### config.mk
export PLATFORM = sky130hd
export DESIGN_NAME = fp_convert_pipe_flat
export DESIGN_NICKNAME = d
export VERILOG_FILES = /design/src/rtl/fp_convert_pipe_if.sv /design/src/rtl/fp_convert_pipe.sv /design/src/flat_wrapper.sv
export SDC_FILE = /design/constraint.sdc
export NUM_CORES = 1
export LEC_CHECK = 0
export CAP_MARGIN = 20
export CORE_MARGIN = 4
export CORE_UTILIZATION = 32
export DETAILED_ROUTE_END_ITERATION = 10
export SLEW_MARGIN = 20
export SYNTH_ARGS = -nofsm -noshare
export SYNTH_HDL_FRONTEND = slang
export SYNTH_SLANG_ARGS = --single-unit
### constraint.sdc
create_clock -name clk -period 3.6 [get_ports clk]
set_input_delay 0.72 -clock clk [delete_from_list [all_inputs] [get_ports clk]]
set_output_delay 0.72 -clock clk [all_outputs]
set_load 0.01 [all_outputs]
### src/rtl/fp_convert_pipe_if.sv
// Streaming bus for fp_convert_pipe: a valid/ready input channel carrying a
// two's-complement sample and a valid/ready output channel carrying the
// sign / exponent / significand / saturation result.
interface fp_convert_pipe_if #(
    parameter int DW = 13,
    parameter int EW = 3,
    parameter int MW = 5
);
    logic          in_valid;
    logic          in_ready;
    logic [DW-1:0] in_data;
    logic          out_valid;
    logic          out_ready;
    logic          out_s;
    logic [EW-1:0] out_e;
    logic [MW-1:0] out_f;
    logic          out_sat;

    // Producer side: drives samples in, consumes results
    modport master (
        output in_valid, in_data, out_ready,
        input  in_ready, out_valid, out_s, out_e, out_f, out_sat
    );

    // Converter side
    modport slave (
        input  in_valid, in_data, out_ready,
        output in_ready, out_valid, out_s, out_e, out_f, out_sat
    );
endinterface

### src/rtl/fp_convert_pipe.sv
// fp_convert_pipe: three-stage integer -> small float converter.
//   S1: sign/magnitude (most-negative input clamps and flags saturation)
//   S2: leading-one extraction into exponent E and significand F
//   S3: optional round-to-nearest with exponent overflow saturation
// Result value = out_f * 2^out_e, sign in out_s.
// Configuration macro: FPCVT_ROUND_EN -- when defined S3 rounds using the
// first discarded bit; when undefined S3 truncates. Latency is 3 either way.
module fp_convert_pipe #(
    parameter int DW = 13,
    parameter int EW = 3,
    parameter int MW = 5
) (
    input  logic            clk,
    input  logic            rst_n,
    fp_convert_pipe_if.slave bus
);

    // Reject parameter sets where the exponent cannot cover the input range
    generate
        if (DW < 3 || DW > 32 || MW < 2 || (DW - 1) > (MW + (1 << EW) - 1)) begin : g_bad_params
            $error("fp_convert_pipe: illegal DW/EW/MW combination");
        end
    endgenerate

    // ------------------------------------------------------------------
    // Stage state
    // ------------------------------------------------------------------
    logic          s1_v_q;
    logic          s1_s_q;
    logic [DW-2:0] s1_m_q;
    logic          s1_sat_q;

    logic          s2_v_q;
    logic          s2_s_q;
    logic [EW-1:0] s2_e_q;
    logic [MW-1:0] s2_f_q;
    logic          s2_sat_q;
`ifdef FPCVT_ROUND_EN
    logic          s2_r_q;
    logic          s2_r_d;
`endif

    logic          s3_v_q;
    logic          s3_s_q;
    logic [EW-1:0] s3_e_q;
    logic [MW-1:0] s3_f_q;
    logic          s3_sat_q;

    // ------------------------------------------------------------------
    // Flow control: a stage loads when empty or when its content moves on
    // ------------------------------------------------------------------
    logic ld1_w;
    logic ld2_w;
    logic ld3_w;

    assign ld3_w = ~s3_v_q | bus.out_ready;
    assign ld2_w = ~s2_v_q | ld3_w;
    assign ld1_w = ~s1_v_q | ld2_w;

    // Held low during reset so nothing is accepted while the pipe is cleared
    assign bus.in_ready = rst_n & ld1_w;

    // ------------------------------------------------------------------
    // S1 combinational: magnitude on DW-1 bits
    // ------------------------------------------------------------------
    logic          s1_neg_w;
    logic          s1_most_neg_w;
    logic [DW-2:0] s1_low_w;
    logic [DW-2:0] s1_m_d;

    assign s1_neg_w      = bus.in_data[DW-1];
    assign s1_low_w      = bus.in_data[DW-2:0];
    assign s1_most_neg_w = s1_neg_w & ~(|s1_low_w);

    // The negated low bits are the exact magnitude for every negative input
    // except the most-negative one, which clamps to the largest magnitude.
    always_comb begin
        if (s1_most_neg_w)
            s1_m_d = '1;
        else if (s1_neg_w)
            s1_m_d = ~s1_low_w + (DW-1)'(1);
        else
            s1_m_d = s1_low_w;
    end

    // S1 registers: capture sign, magnitude and clamp flag on input transfer
    always_ff @(posedge clk or negedge rst_n) begin
        if (!rst_n) begin
            s1_v_q   <= 1'b0;
            s1_s_q   <= 1'b0;
            s1_m_q   <= '0;
            s1_sat_q <= 1'b0;
        end else if (ld1_w) begin
            s1_v_q <= bus.in_valid;
            if (bus.in_valid) begin
                s1_s_q   <= s1_neg_w;
                s1_m_q   <= s1_m_d;
                s1_sat_q <= s1_most_neg_w;
            end
        end
    end

    // ------------------------------------------------------------------
    // S2 combinational: leading-one position sets the shift; F is the MW
    // bits starting at the leading one, R is the next bit below.
    // ------------------------------------------------------------------
    logic [EW-1:0] s2_e_d;
    logic [MW-1:0] s2_f_d;

    // Small magnitudes (below 2^MW) give a shift of zero, so F = M directly
    always_comb begin
        int lead;
        int sh;
        lead = -1;
        for (int b = 0; b < DW-1; b++) begin
            if (s1_m_q[b]) lead = b;
        end
        sh = (lead >= MW) ? (lead - MW + 1) : 0;
        s2_e_d = EW'(sh);
        s2_f_d = '0;
        for (int j = 0; j < MW; j++) begin
            for (int b = 0; b < DW-1; b++) begin
                if (b == j + sh) s2_f_d[j] = s1_m_q[b];
            end
        end
`ifdef FPCVT_ROUND_EN
        s2_r_d = 1'b0;
        for (int b = 0; b < DW-1; b++) begin
            if (sh > 0 && b == sh - 1) s2_r_d = s1_m_q[b];
        end
`endif
    end

    // S2 registers: hold exponent/significand (and round bit) for S3
    always_ff @(posedge clk or negedge rst_n) begin
        if (!rst_n) begin
            s2_v_q   <= 1'b0;
            s2_s_q   <= 1'b0;
            s2_e_q   <= '0;
            s2_f_q   <= '0;
            s2_sat_q <= 1'b0;
`ifdef FPCVT_ROUND_EN
            s2_r_q   <= 1'b0;
`endif
        end else if (ld2_w) begin
            s2_v_q <= s1_v_q;
            if (s1_v_q) begin
                s2_s_q   <= s1_s_q;
                s2_e_q   <= s2_e_d;
                s2_f_q   <= s2_f_d;
                s2_sat_q <= s1_sat_q;
`ifdef FPCVT_ROUND_EN
                s2_r_q   <= s2_r_d;
`endif
            end
        end
    end

    // ------------------------------------------------------------------
    // S3 combinational: rounding and exponent overflow saturation
    // ------------------------------------------------------------------
    logic [EW-1:0] s3_e_d;
    logic [MW-1:0] s3_f_d;
    logic          s3_sat_d;
`ifdef FPCVT_ROUND_EN
    logic [MW:0]   s3_f_inc_w;
    logic [EW:0]   s3_e_inc_w;

    assign s3_f_inc_w = {1'b0, s2_f_q} + (MW+1)'(1);
    assign s3_e_inc_w = {1'b0, s2_e_q} + (EW+1)'(1);
`endif

    // A significand carry renormalises to 1.000.. and bumps the exponent;
    // an exponent carry clamps both fields to all-ones.
    always_comb begin
        s3_e_d   = s2_e_q;
        s3_f_d   = s2_f_q;
        s3_sat_d = s2_sat_q;
`ifdef FPCVT_ROUND_EN
        if (s2_r_q) begin
            if (s3_f_inc_w[MW]) begin
                if (s3_e_inc_w[EW]) begin
                    s3_e_d   = '1;
                    s3_f_d   = '1;
                    s3_sat_d = 1'b1;
                end else begin
                    s3_e_d = s3_e_inc_w[EW-1:0];
                    s3_f_d = {1'b1, {(MW-1){1'b0}}};
                end
            end else begin
                s3_f_d = s3_f_inc_w[MW-1:0];
            end
        end
`endif
    end

    // S3 registers double as the output registers; they hold while stalled
    always_ff @(posedge clk or negedge rst_n) begin
        if (!rst_n) begin
            s3_v_q   <= 1'b0;
            s3_s_q   <= 1'b0;
            s3_e_q   <= '0;
            s3_f_q   <= '0;
            s3_sat_q <= 1'b0;
        end else if (ld3_w) begin
            s3_v_q <= s2_v_q;
            if (s2_v_q) begin
                s3_s_q   <= s2_s_q;
                s3_e_q   <= s3_e_d;
                s3_f_q   <= s3_f_d;
                s3_sat_q <= s3_sat_d;
            end
        end
    end

    assign bus.out_valid = s3_v_q;
    assign bus.out_s     = s3_s_q;
    assign bus.out_e     = s3_e_q;
    assign bus.out_f     = s3_f_q;
    assign bus.out_sat   = s3_sat_q;

endmodule

### src/flat_wrapper.sv
// flat-port wrapper written by rule: the top's interface ports become plain ports
module fp_convert_pipe_flat 
#(
    parameter int DW = 13,
    parameter int EW = 3,
    parameter int MW = 5
)
  (clk, rst_n, bus_in_valid, bus_in_data, bus_out_ready, bus_in_ready, bus_out_valid, bus_out_s, bus_out_e, bus_out_f, bus_out_sat);
  fp_convert_pipe_if #(.DW(DW), .EW(EW), .MW(MW)) bus_i ();
  input  logic clk;
  input  logic rst_n;
  input wire logic [$bits(bus_i.in_valid)-1:0] bus_in_valid;
  input wire logic [$bits(bus_i.in_data)-1:0] bus_in_data;
  input wire logic [$bits(bus_i.out_ready)-1:0] bus_out_ready;
  output wire logic [$bits(bus_i.in_ready)-1:0] bus_in_ready;
  output wire logic [$bits(bus_i.out_valid)-1:0] bus_out_valid;
  output wire logic [$bits(bus_i.out_s)-1:0] bus_out_s;
  output wire logic [$bits(bus_i.out_e)-1:0] bus_out_e;
  output wire logic [$bits(bus_i.out_f)-1:0] bus_out_f;
  output wire logic [$bits(bus_i.out_sat)-1:0] bus_out_sat;
  assign bus_i.in_valid = bus_in_valid;
  assign bus_i.in_data = bus_in_data;
  assign bus_i.out_ready = bus_out_ready;
  assign bus_in_ready = bus_i.in_ready;
  assign bus_out_valid = bus_i.out_valid;
  assign bus_out_s = bus_i.out_s;
  assign bus_out_e = bus_i.out_e;
  assign bus_out_f = bus_i.out_f;
  assign bus_out_sat = bus_i.out_sat;
  fp_convert_pipe #(.DW(DW), .EW(EW), .MW(MW)) u_core (.clk(clk), .rst_n(rst_n), .bus(bus_i));
endmodule
==> impl_metrics.toml <==
[run_status]
outcome = "finished clean"

[pwr]
power_frac_seq_pct = 34.1
p_per_area_nw_per_um2 = 437
clkPwrFrac_pct = 17.5
power.switching_uw = 674
comb_power_share_pct = 48.4
p_sw_share_pct = 39.3
leakagePower_nw = 1.52
p_int_mw = 1.04
max-vdd-ir-drop_uv = 146

[grt]
grt_pass1_vias = 3114
grt_use_total_pct = 17.5
grt_overflow = 0
grt_pass1_wl_mm = 16.3
grt_max_degree = 38
antenna_found_initial = 0

[synth]
syn-cell-area_um2 = 3200
synth_top_area_share_pct = 29.0
async_flop_share_pct = 100
netlist_top_cells_area = "dfrtp_1 (29%), nor2_1 (5.4%), mux2_2 (4.2%)"
ys_warn_count = 0
ys_top_cells_by_count = "nor2_1 (46), dfrtp_1 (37), nand2_1 (29)"
synthFlopType = "dfrtp_1"
syn-instance-count = 382
synth_fp_nets = 407
syn_avg_cell_area_um2 = 8.37
yosysUniqueCellTypes = 76
ys_seq_elements = 37
yosysSeqAreaShare_pct = 29.0
yosys.area.top_type = "dfrtp_1"
yosysMostFrequentCell = "nor2_1"
synth_edf_count = 0

[timing]
tns_ns = 0
min_period_ns = 3.41
hold_viol = 0
worstMarginPinSlew_ns = 0.841
rsz0062_at_grt = "false"
skew_ns = 0.00479
slew_violations = 0
finalSetupViolCount = 0
fin_crit_sh_pct = 94.7
max_slew_margin_pct = 43.9
max_freq_ghz = 0.293

[floorplan]
dieArea_um2 = 11600
ioPinCount = 29
rows = 36
die-width_um = 108
core_area_um2 = 9730
die_y_um = 108
initial_utilization_pct = 32.8

[critical_path]
cp-start-kind = "flop"
worstSetupPathType = "flop to flop"
worstPathMaxFanout = 10
required_ns = 3.78
crit_arrival_ns = 3.59
endpoint_kind = "flop"

[cts]
cts_tree = "built"
cts_buffer_depth = 2
numCtsBuffers = 5
htree_levels = 2
insertion_delay_ns = 0.29
post_cts_buffers = 0
cts-root-buf = "clkbuf_8"
clk_pin_slew_ns = 0.08
cts_sinks = 37

[routing]
routed_wl_mm = 9.99
drt_pre_antenna_iters = 10
final_antenna_net_count = 0
num_vias = 3190
viasPerCell = 5.73
drc = 0
wl_per_cell_um = 17.9
drt_iter0_markers = 206

[cells_and_area]
finalNetCount = 448
drive_above_1_share_pct = 20.0
area_growth_pct = 22.6
antennaDiodeCount = 0
fin_util_pct = 40.3

[placed_design]
hpwl_mm = 7.66
portBuffers = 28
gp_congestion = 0.937

[hold_path]
min_path_type = "flop to flop"

[run]
drv_cap = 0
[path summary, 6_finish.rpt]
| path | endpoint | startpoint | slack [ns] | depth (start not counted) |
|---|---|---|---|---|
| max in group asynchronous | u_core.s1_m_q[10]$_DFFE_PN0P_ | rst_n | 2.77 | 2 |
| max | u_core.s2_f_q[3]$_DFFE_PN0P_ | u_core.s1_m_q[1]$_DFFE_PN0P_ | 0.19 | 15 |
| min reg2reg | u_core.s2_sat_q$_DFFE_PN0P_ | u_core.s2_sat_q$_DFFE_PN0P_ | 0.48 | 2 |
| min in group asynchronous | u_core.bus.out_e[1]$_DFFE_PN0P_ | rst_n | 0.49 | 2 |
| max reg2reg | u_core.s2_f_q[3]$_DFFE_PN0P_ | u_core.s1_m_q[1]$_DFFE_PN0P_ | 0.19 | 15 |
| min | u_core.s2_sat_q$_DFFE_PN0P_ | u_core.s2_sat_q$_DFFE_PN0P_ | 0.48 | 2 |
[sequential cells by signal, indices dropped and copies added (netlist names), 3 cells and up]
register,flops
u_core.bus.out_e,3
u_core.bus.out_f,5
u_core.s1_m_q,12
u_core.s2_e_q,3
u_core.s2_f_q,5
[repair_timing]
action,in CTS,in global routing
resized for setup,0,7
endpoints found under the setup margin,0,4
hold buffers,0,0
[placed cells by master (no fill, tap or decap), types with 3 or more instances in the layout]
cell type	count
o32ai_1	3
and2_1	4
o21ai_0	15
nand3_1	9
o22ai_1	4
a31oi_1	7
mux2_2	12
nor2_1	44
a32oi_1	4
nor4_1	3
a21oi_2	4
nand2b_1	11
o211ai_1	3
and3_1	4
a21o_1	5
o31a_1	3
buf_4	32
inv_1	10
ha_1	6
xnor2_1	3
nor3_1	8
a2bb2oi_1	3
clkbuf_8	5
xor2_1	11
dfrtp_1	37
clkinvlp_4	3
or3_1	3
a21oi_1	25
o31ai_1	4
mux2i_1	8
clkdlybuf4s50_1	27
o21ai_1	3
or4_1	4
nor2b_1	5
nand2_1	29
[cells by family after synthesis]
family                     count (synthesis)  synth area share [%]
AOI/OAI and AO/OA                        120                  28.2
DFF                                       37                  29.0
xor gates and xnor gates                  15                  4.35
buffers and inverters                     39                  5.44
muxes                                     20                  6.73
adders and majority gates                  8                  3.13
and+or+nand+nor                          143                  23.1
[worst max-delay path, stage by stage, from the launching register on]
cell	delay [ns]
dfrtp_1	0.38
or4_1	0.62
nor2_2	0.22
nor2_4	0.06
ha_4	0.16
a21boi_4	0.15
o311ai_4	0.12
and2_4	0.25
inv_4	0.05
ha_4	0.20
a21o_1	0.17
a31o_2	0.24
a211o_1	0.22
and3_1	0.14
a32o_1	0.20
a2bb2oi_1	0.13
[metrics by stage]
step	hold WS (ns)	cells	total power [mW]	cell area (µm²)	worst slack (ns)
floorplan	0.424	382	1.10	3280	0.0153
global placement	0.455	549	1.40	3800	0.243
detailed placement	0.460	549	1.41	3800	0.123
CTS	0.482	557	1.71	3900	0.103
global route	0.515	557	1.82	3920	0.0174
finish	0.475	557	1.71	3920	0.191
[layout make-up]
| type | instances | area, µm² |
|---|---|---|
| inverters | 13 | 51.3 |
| multi-input cells | 306 | 2170 |
| well taps | 133 | 166 |
| clock inverters | 3 | 22.5 |
| flip-flops and latches | 37 | 926 |
| repair buffers | 60 | 515 |
| clock buffers | 5 | 68.8 |
| fillers | 1050 | 5810 |
[per-layer routing]
metal | up-vias | wire length (µm) | global-route usage (%)
li1 | 1505 | - | -
met1 | 1514 | 4340 | 23.0
met2 | 144 | 4660 | 28.8
met3 | 27 | 722 | 3.16
met4 | 0 | 269 | 6.31
met5 | - | 0 | 0
[power groups by stage]
stage	clock network, mW	registers, mW	logic, mW
final	0.300	0.584	0.829
after global routing	0.325	0.599	0.895
after CTS	0.307	0.585	0.822
after detailed placement	0	0.593	0.819
after global placement	0	0.586	0.810
after floorplan	0	0.607	0.493
No activity file was read; power rests on OpenSTA's default activity.
